===== src/rtl/cache_plru_tree.sv =====
// rtl/cache_plru_tree.sv - tree pseudo-LRU replacement engine, one heap-indexed tree per cache set
// Optional registered victim outputs: define CACHE_PLRU_REG_OUT_EN.
module cache_plru_tree #(
    parameter int N_WAYS     = 4,
    parameter int LINE_OFF_W = 0
) (
    input  logic                                      clk,
    input  logic                                      reset,
    input  logic                                      write_en,
    input  logic [N_WAYS-1:0]                         way_hit,
    input  logic [((LINE_OFF_W > 0) ? LINE_OFF_W : 1)-1:0] line_addr,
    output logic [N_WAYS-1:0]                         way_select,
    output logic [$clog2(N_WAYS)-1:0]                 way_select_bin
);

    localparam int LVL   = $clog2(N_WAYS);
    localparam int LA_W  = (LINE_OFF_W > 0) ? LINE_OFF_W : 1;
    localparam int N_ARR = 2 ** LA_W;
    localparam int T_W   = N_WAYS - 1;

    logic [T_W-1:0]          r_tree [N_ARR];

    logic [LA_W-1:0]         w_set;
    logic [T_W-1:0]          w_tree_cur;
    logic [2*N_WAYS-1:0]     w_heap;
    logic [LVL:0]            w_node;
    logic [LVL-1:0]          w_vic_bin;
    logic [N_WAYS-1:0]       w_vic;
    logic [LVL-1:0]          w_hit_idx;
    logic                    w_hit_any;
    logic [LVL:0]            w_leaf;
    logic [T_W-1:0]          w_tree_nxt;

    assign w_set      = (LINE_OFF_W > 0) ? line_addr : '0;
    assign w_tree_cur = r_tree[w_set];

    // Heap view: bit n holds node n, so a node number indexes it directly.
    assign w_heap = {{N_WAYS{1'b0}}, w_tree_cur, 1'b0};

    always_comb begin
        w_node = (LVL + 1)'(1);
        for (int l = 0; l < LVL; l++) begin
            w_node = {w_node[LVL-1:0], w_heap[w_node]};
        end
    end

    assign w_vic_bin = w_node[LVL-1:0];
    assign w_vic     = {{(N_WAYS-1){1'b0}}, 1'b1} << w_vic_bin;

    always_comb begin
        w_hit_idx = '0;
        w_hit_any = 1'b0;
        for (int i = N_WAYS - 1; i >= 0; i--) begin
            if (way_hit[i]) begin
                w_hit_idx = LVL'(i);
                w_hit_any = 1'b1;
            end
        end
    end

    assign w_leaf = {1'b1, w_hit_idx};

    // A node lies on the hit path when it is an ancestor of the hit leaf;
    // it is then pointed away from the branch the hit way took.
    always_comb begin
        w_tree_nxt = w_tree_cur;
        for (int l = 0; l < LVL; l++) begin
            for (int k = 0; k < (1 << l); k++) begin
                if ((w_leaf >> (LVL - l)) == (LVL + 1)'((1 << l) + k)) begin
                    w_tree_nxt[(1 << l) + k - 1] = ~w_hit_idx[LVL-1-l];
                end
            end
        end
    end

    always_ff @(posedge clk) begin
        if (reset) begin
            for (int s = 0; s < N_ARR; s++) begin
                r_tree[s] <= '0;
            end
        end else if (write_en && w_hit_any) begin
            r_tree[w_set] <= w_tree_nxt;
        end
    end

`ifdef CACHE_PLRU_REG_OUT_EN
    logic [N_WAYS-1:0] r_sel;
    logic [LVL-1:0]    r_sel_bin;

    always_ff @(posedge clk) begin
        if (reset) begin
            r_sel     <= {{(N_WAYS-1){1'b0}}, 1'b1};
            r_sel_bin <= '0;
        end else begin
            r_sel     <= w_vic;
            r_sel_bin <= w_vic_bin;
        end
    end

    assign way_select     = r_sel;
    assign way_select_bin = r_sel_bin;
`else
    assign way_select     = w_vic;
    assign way_select_bin = w_vic_bin;
`endif

endmodule


===== config.mk =====
export PLATFORM = sky130hd
export DESIGN_NAME = cache_plru_tree
export DESIGN_NICKNAME = d
export VERILOG_FILES = /design/src/rtl/cache_plru_tree.sv
export SDC_FILE = /design/constraint.sdc
export NUM_CORES = 1
export LEC_CHECK = 0
export ABC_AREA = 1
export ABC_CLOCK_PERIOD_IN_PS = 1000
export BUFFER_PORTS_ARGS = -buffer_cell sky130_fd_sc_hd__buf_2
export CORE_AREA = 5 5 42 44
export CTS_CLUSTER_SIZE = 14
export DETAILED_ROUTE_END_ITERATION = 16
export DIE_AREA = 0 0 47 49
export HOLD_SLACK_MARGIN = 0.1
export SYNTH_ARGS = -nofsm -noshare
export SYNTH_HDL_FRONTEND = slang
export SYNTH_SLANG_ARGS = --single-unit

===== constraint.sdc =====
create_clock -name clk -period 1 [get_ports clk]
set_input_delay 0.1 -clock clk [delete_from_list [all_inputs] [get_ports clk]]
set_output_delay 0.1 -clock clk [all_outputs]
set_load 0.01 [all_outputs]

==> results by stage, run 1 <==
Global route:
- The global routing met1 resource utilization is 5.10%.
- The maximum number of pins on one net before global-route repair is 6.
- The number of global-route vias before repair was slightly above 200.
- met2 is the most crowded layer.
- In the global route stage, overall resource usage came out at under 10%.
- Global routing used 5.66% of the available met2 tracks.
- The initial antenna violation count is 0.
- The leftover overflow at the end of global routing is 0.
- The global-route wire length before repair is 717 µm.
- The global routing usage on met3 is 2.21%.

CTS:
- The count of hold buffers inserted by post-cts repair is 0.
- In this run the deepest clock path goes through 2 buffers.
- TritonCTS built the clock tree.
- The deepest level of the CTS H-tree is 1.
- The number of sinks on the clock net is 3.
- In this run the clock root is driven by a sky130_fd_sc_hd__clkbuf_4.
- In this run, CTS created clock tree buffers numbering 3.
- Clock-pin slew was measured on the worst setup and hold paths at 0.04 ns.

Detailed routing:
- The number of vias in the routed layout is 218.
- The wire length after detailed routing is roughly 440 µm.
- For this run, design rule violations remaining after detail routing come to 0.
- In this run the remaining antenna-violating nets after routing total 0.
- After detailed routing, the average wire length per cell comes to 7.03 µm.
- In this run, the number of DRC markers left after iteration 0 of detailed routing was 2.
- After detailed routing, the number of vias per cell comes to 3.52.
- The length of the first detailed-routing pass in iterations is 2.

Die:
- The width of the die is around 47 µm.
- The number of core rows is 14.
- For this configuration, the core starts out at a cell density of 15.3%.
- The die covers 0.00230 mm².
- The floorplan step set the die height to 49 µm.
- During I/O placement, the number of pins put on the boundary was 14.
- The floorplan step defined a core boundary enclosing between 0.001 and 0.0015 mm².

Yosys:
- During synthesis, Yosys emitted a total of 0 warnings.
- The synthesis-stage register bit count is 3.
- Counting every instance in the synthesized netlist gives 29.
- In this run, distinct cell masters in the synthesized netlist total 11.
- By area, the combinational part of the netlist is dominated by simple AND/OR/NAND/NOR gates.
- The multiplexer share of the synthesized area is 0%.
- After Yosys synthesis, and, or, nand and nor cells account for 36.3% of the synthesized area.
- The average instance area after synthesis is about 7.4 µm².
- The share of the synthesized netlist area taken by xor and xnor gates is 0%.
- After Yosys synthesis, full adders, half adders and majority gates account for 0% of the synthesized area.
- The number of nets handed over by synthesis was 37.
- The sequential area share after synthesis is 42.1%.
- The complex-gate fraction of the synthesized area is 5.85%.
- The cell area that synthesis handed to floorplanning was 214 µm².

Worst setup path:
- Together, buffers and inverters on the worst path number 2.
- For the worst setup path, the data required time is 0.90 ns.
- The signal on the critical path passes through buf_4 -> nor2_1 -> buf_2.
- The critical path is of the reg -> out type.
- The slowest stage of the critical path belongs to the cell sky130_fd_sc_hd__edfxtp_1.
- Grouping stages by cell kind, the critical path spends the most delay in flip-flops.
- The top fanout value on the critical path is 4.
- The sort of element at the end of the critical path is an output port.
- The type of element launching the critical path is a flip-flop.
- The critical path arrival is between 1 and 1.5 ns.
- The worst stage delay on the critical path is 0.43 ns.

Timing:
- The final cycle utilization of the critical path is 111%.
- Setup violations remaining at the end of the flow were counted as 4.
- The headroom to the max-slew limit is between 80 and 90%.
- The number of hold violations in the final report is 0.
- The maximum achievable frequency is roughly 900 MHz.
- Setup repair after global routing could not meet its margin everywhere.
- At the pin with the least slew margin, the transition time is 0.196 ns.
- The worst-case setup margin in the final layout is -0.113 ns.
- The final-report max-slew violation count is 0.
- The routed design could run at a clock period as short as 1.11 ns.

Place:
- The number of cells after detailed placement is between 50 and 60.
- The estimated wirelength of the detail-placed design is 349 µm.
- The final estimated routing congestion in global placement is 0.612.
- Port buffering added 12 buffers.

Final layout:
- The filler cell count in the final layout is 162.
- In the final layout, the registers with the most flip-flops are r_tree x3.
- The area added between synthesis and finish is 54.4%.
- The fraction of layout cells with a size suffix above 1 is ~50%.
- Registers take 90.1 µm².
- The net count of the finished layout is 55.
- Summing all multi-input logic gate instances after layout gives 92.6 µm².
- The number of antenna repair diodes is 0.
- The library cells used most frequently in the layout, excluding fill and tap cells, are sky130_fd_sc_hd__buf_2, sky130_fd_sc_hd__inv_1, sky130_fd_sc_hd__nand2_1, sky130_fd_sc_hd__nor2_1.
- The number of flip-flops in the largest register is 3.
- The library cell used most frequently in the layout, excluding fill and tap cells, is sky130_fd_sc_hd__buf_2.
- r_tree holds more flip-flops than any other register.
- The number of standard cells in the layout, taps in and fillers out is 62.

Pwr:
- The maximum ir drop on the vdd rail is 0.379 mV.
- The static leakage is 0.186 nW.
- The sum of internal, switching and leakage power is about 0.48 mW.
- Dividing total power by cell area gives a power density of 1450 mW/mm².

Outcome:
- The final reports fail on negative setup slack.
- The flow ran to the end, but the final reports show violations.

Flow run:
- The number of maximum-capacitance constraint violations is 0.

Min path:
- The path category of the worst min-delay check is in -> reg.
-- layout make-up --
cell class / count / share of cell area (%)
inverters: 7 / 7.95
multi-input cells: 18 / 28.0
clock buffers: 4 / 7.95
repair buffers: 14 / 22.7
well taps: 16 / 6.06
flip-flops and latches: 3 / 27.3
-- power by group --
part	internal (mW)	switching, mW	leakage, nW
clock	0.149	0.0603	0.0150
sequential	0.154	0.00846	0.0304
combinational	0.0492	0.0570	0.141
total	0.352	0.126	0.186
-- through the flow --
stage | instance area [µm²] | setup slack, ns | TNS (ns) | hold slack [ns] | util, %
6_report | 330 | -0.113 | -0.290 | 0.233 | 23.6
3_3_place_gp | 294 | 0.163 | 0 | 0.462 | 21.0
5_1_grt | 330 | -0.169 | -0.656 | 0.246 | 23.6
3_5_place_dp | 294 | 0.146 | 0 | 0.464 | 21.0
4_1_cts | 320 | -0.106 | -0.261 | 0.221 | 22.9
2_1_floorplan | 214 | 0.150 | 0 | 0.305 | -
-- cell usage after synthesis --
cell                       instances  share of area, %
sky130_fd_sc_hd__edfxtp_1          3                42
sky130_fd_sc_hd__nand3_2           1               4.7
sky130_fd_sc_hd__buf_4             1               3.5
sky130_fd_sc_hd__o211ai_1          1               3.5
sky130_fd_sc_hd__nand2_1           6                11
sky130_fd_sc_hd__a21oi_1           1               2.3
sky130_fd_sc_hd__nand3b_1          1               3.5
sky130_fd_sc_hd__inv_1             7                12
sky130_fd_sc_hd__nand2_2           1               2.9
sky130_fd_sc_hd__nor2_2            2               5.8
sky130_fd_sc_hd__nor2_1            5               8.8
-- routing by layer --
metal / vias up / part of all wire (%)
li1: 121 / -
met1: 85 / 44
met2: 12 / 39
met3: 0 / 17
met4: 0 / 0
met5: - / 0
-- what timing repair did --
item | CTS | global route
setup endpoints to repair | 5 | 5
setup buffers | 0 | 1
pin swaps | 2 | 1
endpoints found under the hold margin | 0 | 0
gates resized for setup | 0 | 2
-- cell families (layout without fill, tap and decap cells) --
| logic type | after synthesis | count (layout) |
|---|---|---|
| AND/OR/NAND/NOR | 16 | 16 |
| flip-flops | 3 | 3 |
| AO/OA/AOI/OAI | 2 | 2 |
| buffers and inverters | 8 | 25 |
-- worst paths after layout --
kind | startpoint | end | cells after the start
worst max-delay path | r_tree[0][0]$_SDFFCE_PN0P_ | way_select[1] | 3
worst min-delay path | write_en | r_tree[0][0]$_SDFFCE_PN0P_ | 3
(Power assumes the default switching activity.)
==> run 2: changes to the inputs <==
Settings changed: BUFFER_PORTS_ARGS -buffer_cell sky130_fd_sc_hd__buf_2 to -buffer_cell sky130_fd_sc_hd__buf_4.
==> run 2 against run 1 <==
Net effect:
- highest routed layer is now met4
- clock-buffer cell count unchanged
- utilization rose by 2.1 points
- largest cell class is now non-clock buffers
- global-route usage increased by 0.78 points
- largest power group unchanged
- wire length is 4.8% lower
- combinational power increased by 17%
- sequential power about the same
- sequential share of layout area decreased by 2.2 points
- flip-flop and latch count did not move
- the flow still finishes with violations (negative setup slack)
- critical path type unchanged
- first-iteration DRC count decreased by 50%
- final cell count down 1.6%
- non-clock buffer count decreased by 1
==> results by stage, run 2 (synthesis results as in run 1) <==
Worst setup path:
- The type of element launching the critical path is a flip-flop (unchanged).
- The kind of critical path is reg -> out (unchanged).
- The critical path arrival is 1.00 ns (was 1.01 ns).
- The critical path's slowest cell is sky130_fd_sc_hd__edfxtp_1 (unchanged).
- The sort of element at the end of the critical path is an output port (unchanged).
- List of cells traversed by the critical path: nor2_2 -> nor2_1 -> buf_4 (was buf_4 -> nor2_1 -> buf_2).
- The data required time at the worst endpoint is 0.90 ns (about the same).
- The top fanout value on the critical path is 5 (was 4).
- The category of cells accounting for the largest share of critical-path delay is flip-flops (unchanged).
- The critical path buffer and inverter count is 1 (was 2).
- The worst stage delay on the critical path came to 0.45 ns (was 0.43 ns).

Detailed routing:
- The post-detailed-route DRC marker count is 0 (unchanged).
- The ratio of routed vias to standard cells came to 3.61 (was 3.52).
- The number of nets with antenna violations after routing is 0 (unchanged).
- The number of vias in the routed layout came to 220 (was 218).
- The length of the first detailed-routing pass in iterations came to 3 (was 2).
- The DRC violation total after the first TritonRoute iteration is 1 (was 2).
- The wire length after detailed routing is 415 µm (was 436 µm).
- The wire length per cell is 6.80 µm (was 7.03 µm).

CTS:
- The deepest level of the CTS H-tree is 1 (unchanged).
- The number of sinks on the clock net was 3 (unchanged).
- The cell at the root of the clock tree is sky130_fd_sc_hd__clkbuf_4 (unchanged).
- The clock tree from TritonCTS is done (unchanged).
- The post-CTS repair timing setup buffer count is 0 (unchanged).
- The number of buffers created by CTS is 3 (unchanged).
- The maximum root-to-sink buffer count is 2 (unchanged).
- The clock slew at the register clock pins of the worst setup and hold paths is 0.04 ns (about the same).

Global route:
- The number of global-route vias before repair was 226 (was 203).
- The leftover overflow at the end of global routing was 0 (unchanged).
- The aggregate global-route resource usage is 5.23% (was 4.45%).
- The maximum number of pins on one net before global-route repair was 6 (unchanged).
- The initial antenna violation count is 0 (unchanged).
- The global-route wire length before repair is 800 µm (was 717 µm).

Final layout:
- The most common library cell in the layout ignoring fill and taps is sky130_fd_sc_hd__buf_4 (was sky130_fd_sc_hd__buf_2).
- The area added between synthesis and finish is 67.8% (was 54.4%).
- The number of flip-flops in the largest register came to 3 (unchanged).
- Highest-count cells in the layout ignoring fill and taps: sky130_fd_sc_hd__buf_4, sky130_fd_sc_hd__inv_1, sky130_fd_sc_hd__nand2_1, sky130_fd_sc_hd__nor2_2 (was sky130_fd_sc_hd__buf_2, sky130_fd_sc_hd__inv_1, sky130_fd_sc_hd__nand2_1, sky130_fd_sc_hd__nor2_1).
- Largest registers: r_tree x3 (unchanged).
- The layout net count is 54 (was 55).
- The number of antenna repair diodes was 0 (unchanged).
- The total non-filler cell area in the finished layout is 359 µm² (was 330 µm²).
- The number of standard cells in the layout, taps in and fillers out was 61 (was 62).
- The fraction of layout cells with a size suffix above 1 is 51.1% (was 50.0%).
- The most flop-heavy register is r_tree (unchanged).

Outcome:
- Run status: finished with violations (unchanged).
- Violated checks: negative setup slack (unchanged).

Flow run:
- The number of maximum-capacitance constraint violations is 0 (unchanged).

Timing:
- The number of hold violations in the final report was 0 (unchanged).
- The transition time at the pin with the least slew margin is 0.213 ns (was 0.196 ns).
- The headroom to the max-slew limit is 85.8% (was 86.9%).
- Setup repair after global routing missed its margin: true (unchanged).
- The shortest period the worst path allows was 1.10 ns (was 1.11 ns).
- The maximum achievable frequency was 908 MHz (was 898 MHz).
- The total of endpoints with negative setup slack in the final report is 5 (was 4).
- The final-report max-slew violation count is 0 (unchanged).
- The final cycle utilization of the critical path is 110% (was 111%).
- The worst-case setup margin in the final layout is -0.102 ns (was -0.113 ns).
- The aggregate negative setup slack is -0.259 ns (was -0.290 ns).

Place:
- The post-place instance area is 324 µm² (was 294 µm²).
- The estimated wirelength of the detail-placed design is 350 µm (was 349 µm).
- The total of buffers placed on input and output ports is 12 (unchanged).
- The final estimated routing congestion in global placement is 0.610 (was 0.612).
- The number of cells after detailed placement is 57 (unchanged).

Die:
- The number of core rows was 14 (unchanged).
- The placeable core area is 0.00140 mm² (unchanged).
- The y dimension of the die was 49 µm (unchanged).
- The number of placed I/O pins is 14 (unchanged).
- The width of the die came to 47 µm (unchanged).
- The starting utilization of the core area was 15.3% (unchanged).
- The area of the die was 0.00230 mm² (unchanged).

Min path:
- The path category of the worst min-delay check was in -> reg (unchanged).

Pwr:
- The maximum ir drop on the vdd rail was 0.348 mV (was 0.379 mV).
- The power per unit of standard cell area was 1390 mW/mm² (was 1450 mW/mm²).
- The static leakage is 0.191 nW (was 0.186 nW).
-- run 2: cell types whose count changed in the layout (fill, tap and decap cells not counted), sizes merged --
| cell | delta |
|---|---|
| buf | -1 |
-- run 2: final cells by class --
cell class	count	area, µm²
multi-input cells	18	95.1
fillers	156	1040
well taps	16	20.0
flip-flops and latches	3	90.1
repair buffers	13	101
clock buffers	4	26.3
inverters	7	26.3
-- run 2: worst paths after layout --
kind	from	to	slack, ns	depth (start not counted)
worst max-delay path	r_tree[0][0]$_SDFFCE_PN0P_	way_select_bin[0]	-0.10	3
worst min-delay path	write_en	r_tree[0][0]$_SDFFCE_PN0P_	0.20	3
-- run 2: timing repair --
item / CTS / global route
hold endpoints to repair: 0 / 0
hold buffers: 0 / 0
endpoints found under the setup margin: 5 / 6
resized for setup: 3 / 1
pin swaps: 2 / 1
-- run 2: through the flow --
| step | utilization [%] | hold WS, ns | setup slack, ns | total power, mW |
|---|---|---|---|---|
| floorplan | - | 0.305 | 0.150 | 0.219 |
| global placement | 23.1 | 0.438 | 0.137 | 0.283 |
| detailed placement | 23.1 | 0.433 | 0.126 | 0.284 |
| CTS | 25.6 | 0.189 | -0.119 | 0.514 |
| global route | 25.6 | 0.234 | -0.183 | 0.539 |
| finish | 25.6 | 0.196 | -0.102 | 0.500 |
-- run 2: worst min-delay path, cell delays in order --
cell	delay, ns
sky130_fd_sc_hd__buf_4	0.10
sky130_fd_sc_hd__nand2_1	0.05
sky130_fd_sc_hd__nand2_1	0.06
-- run 2: per-layer routing --
| metal | share of wire (%) | vias up | track usage [%] |
|---|---|---|---|
| li1 | - | 121 | - |
| met2 | 40 | 12 | 6.79 |
| met4 | 1.7 | 0 | 6.91 |
| met3 | 20 | 2 | 2.21 |
| met5 | 0 | - | 0 |
| met1 | 38 | 85 | 5.10 |
-- run 2: report_power, final --
part | internal (mW) | switching [mW] | total (mW)
sequential | 0.154 | 0.0106 | 0.164
clock | 0.150 | 0.0625 | 0.212
combinational | 0.0673 | 0.0563 | 0.124
total | 0.371 | 0.129 | 0.500
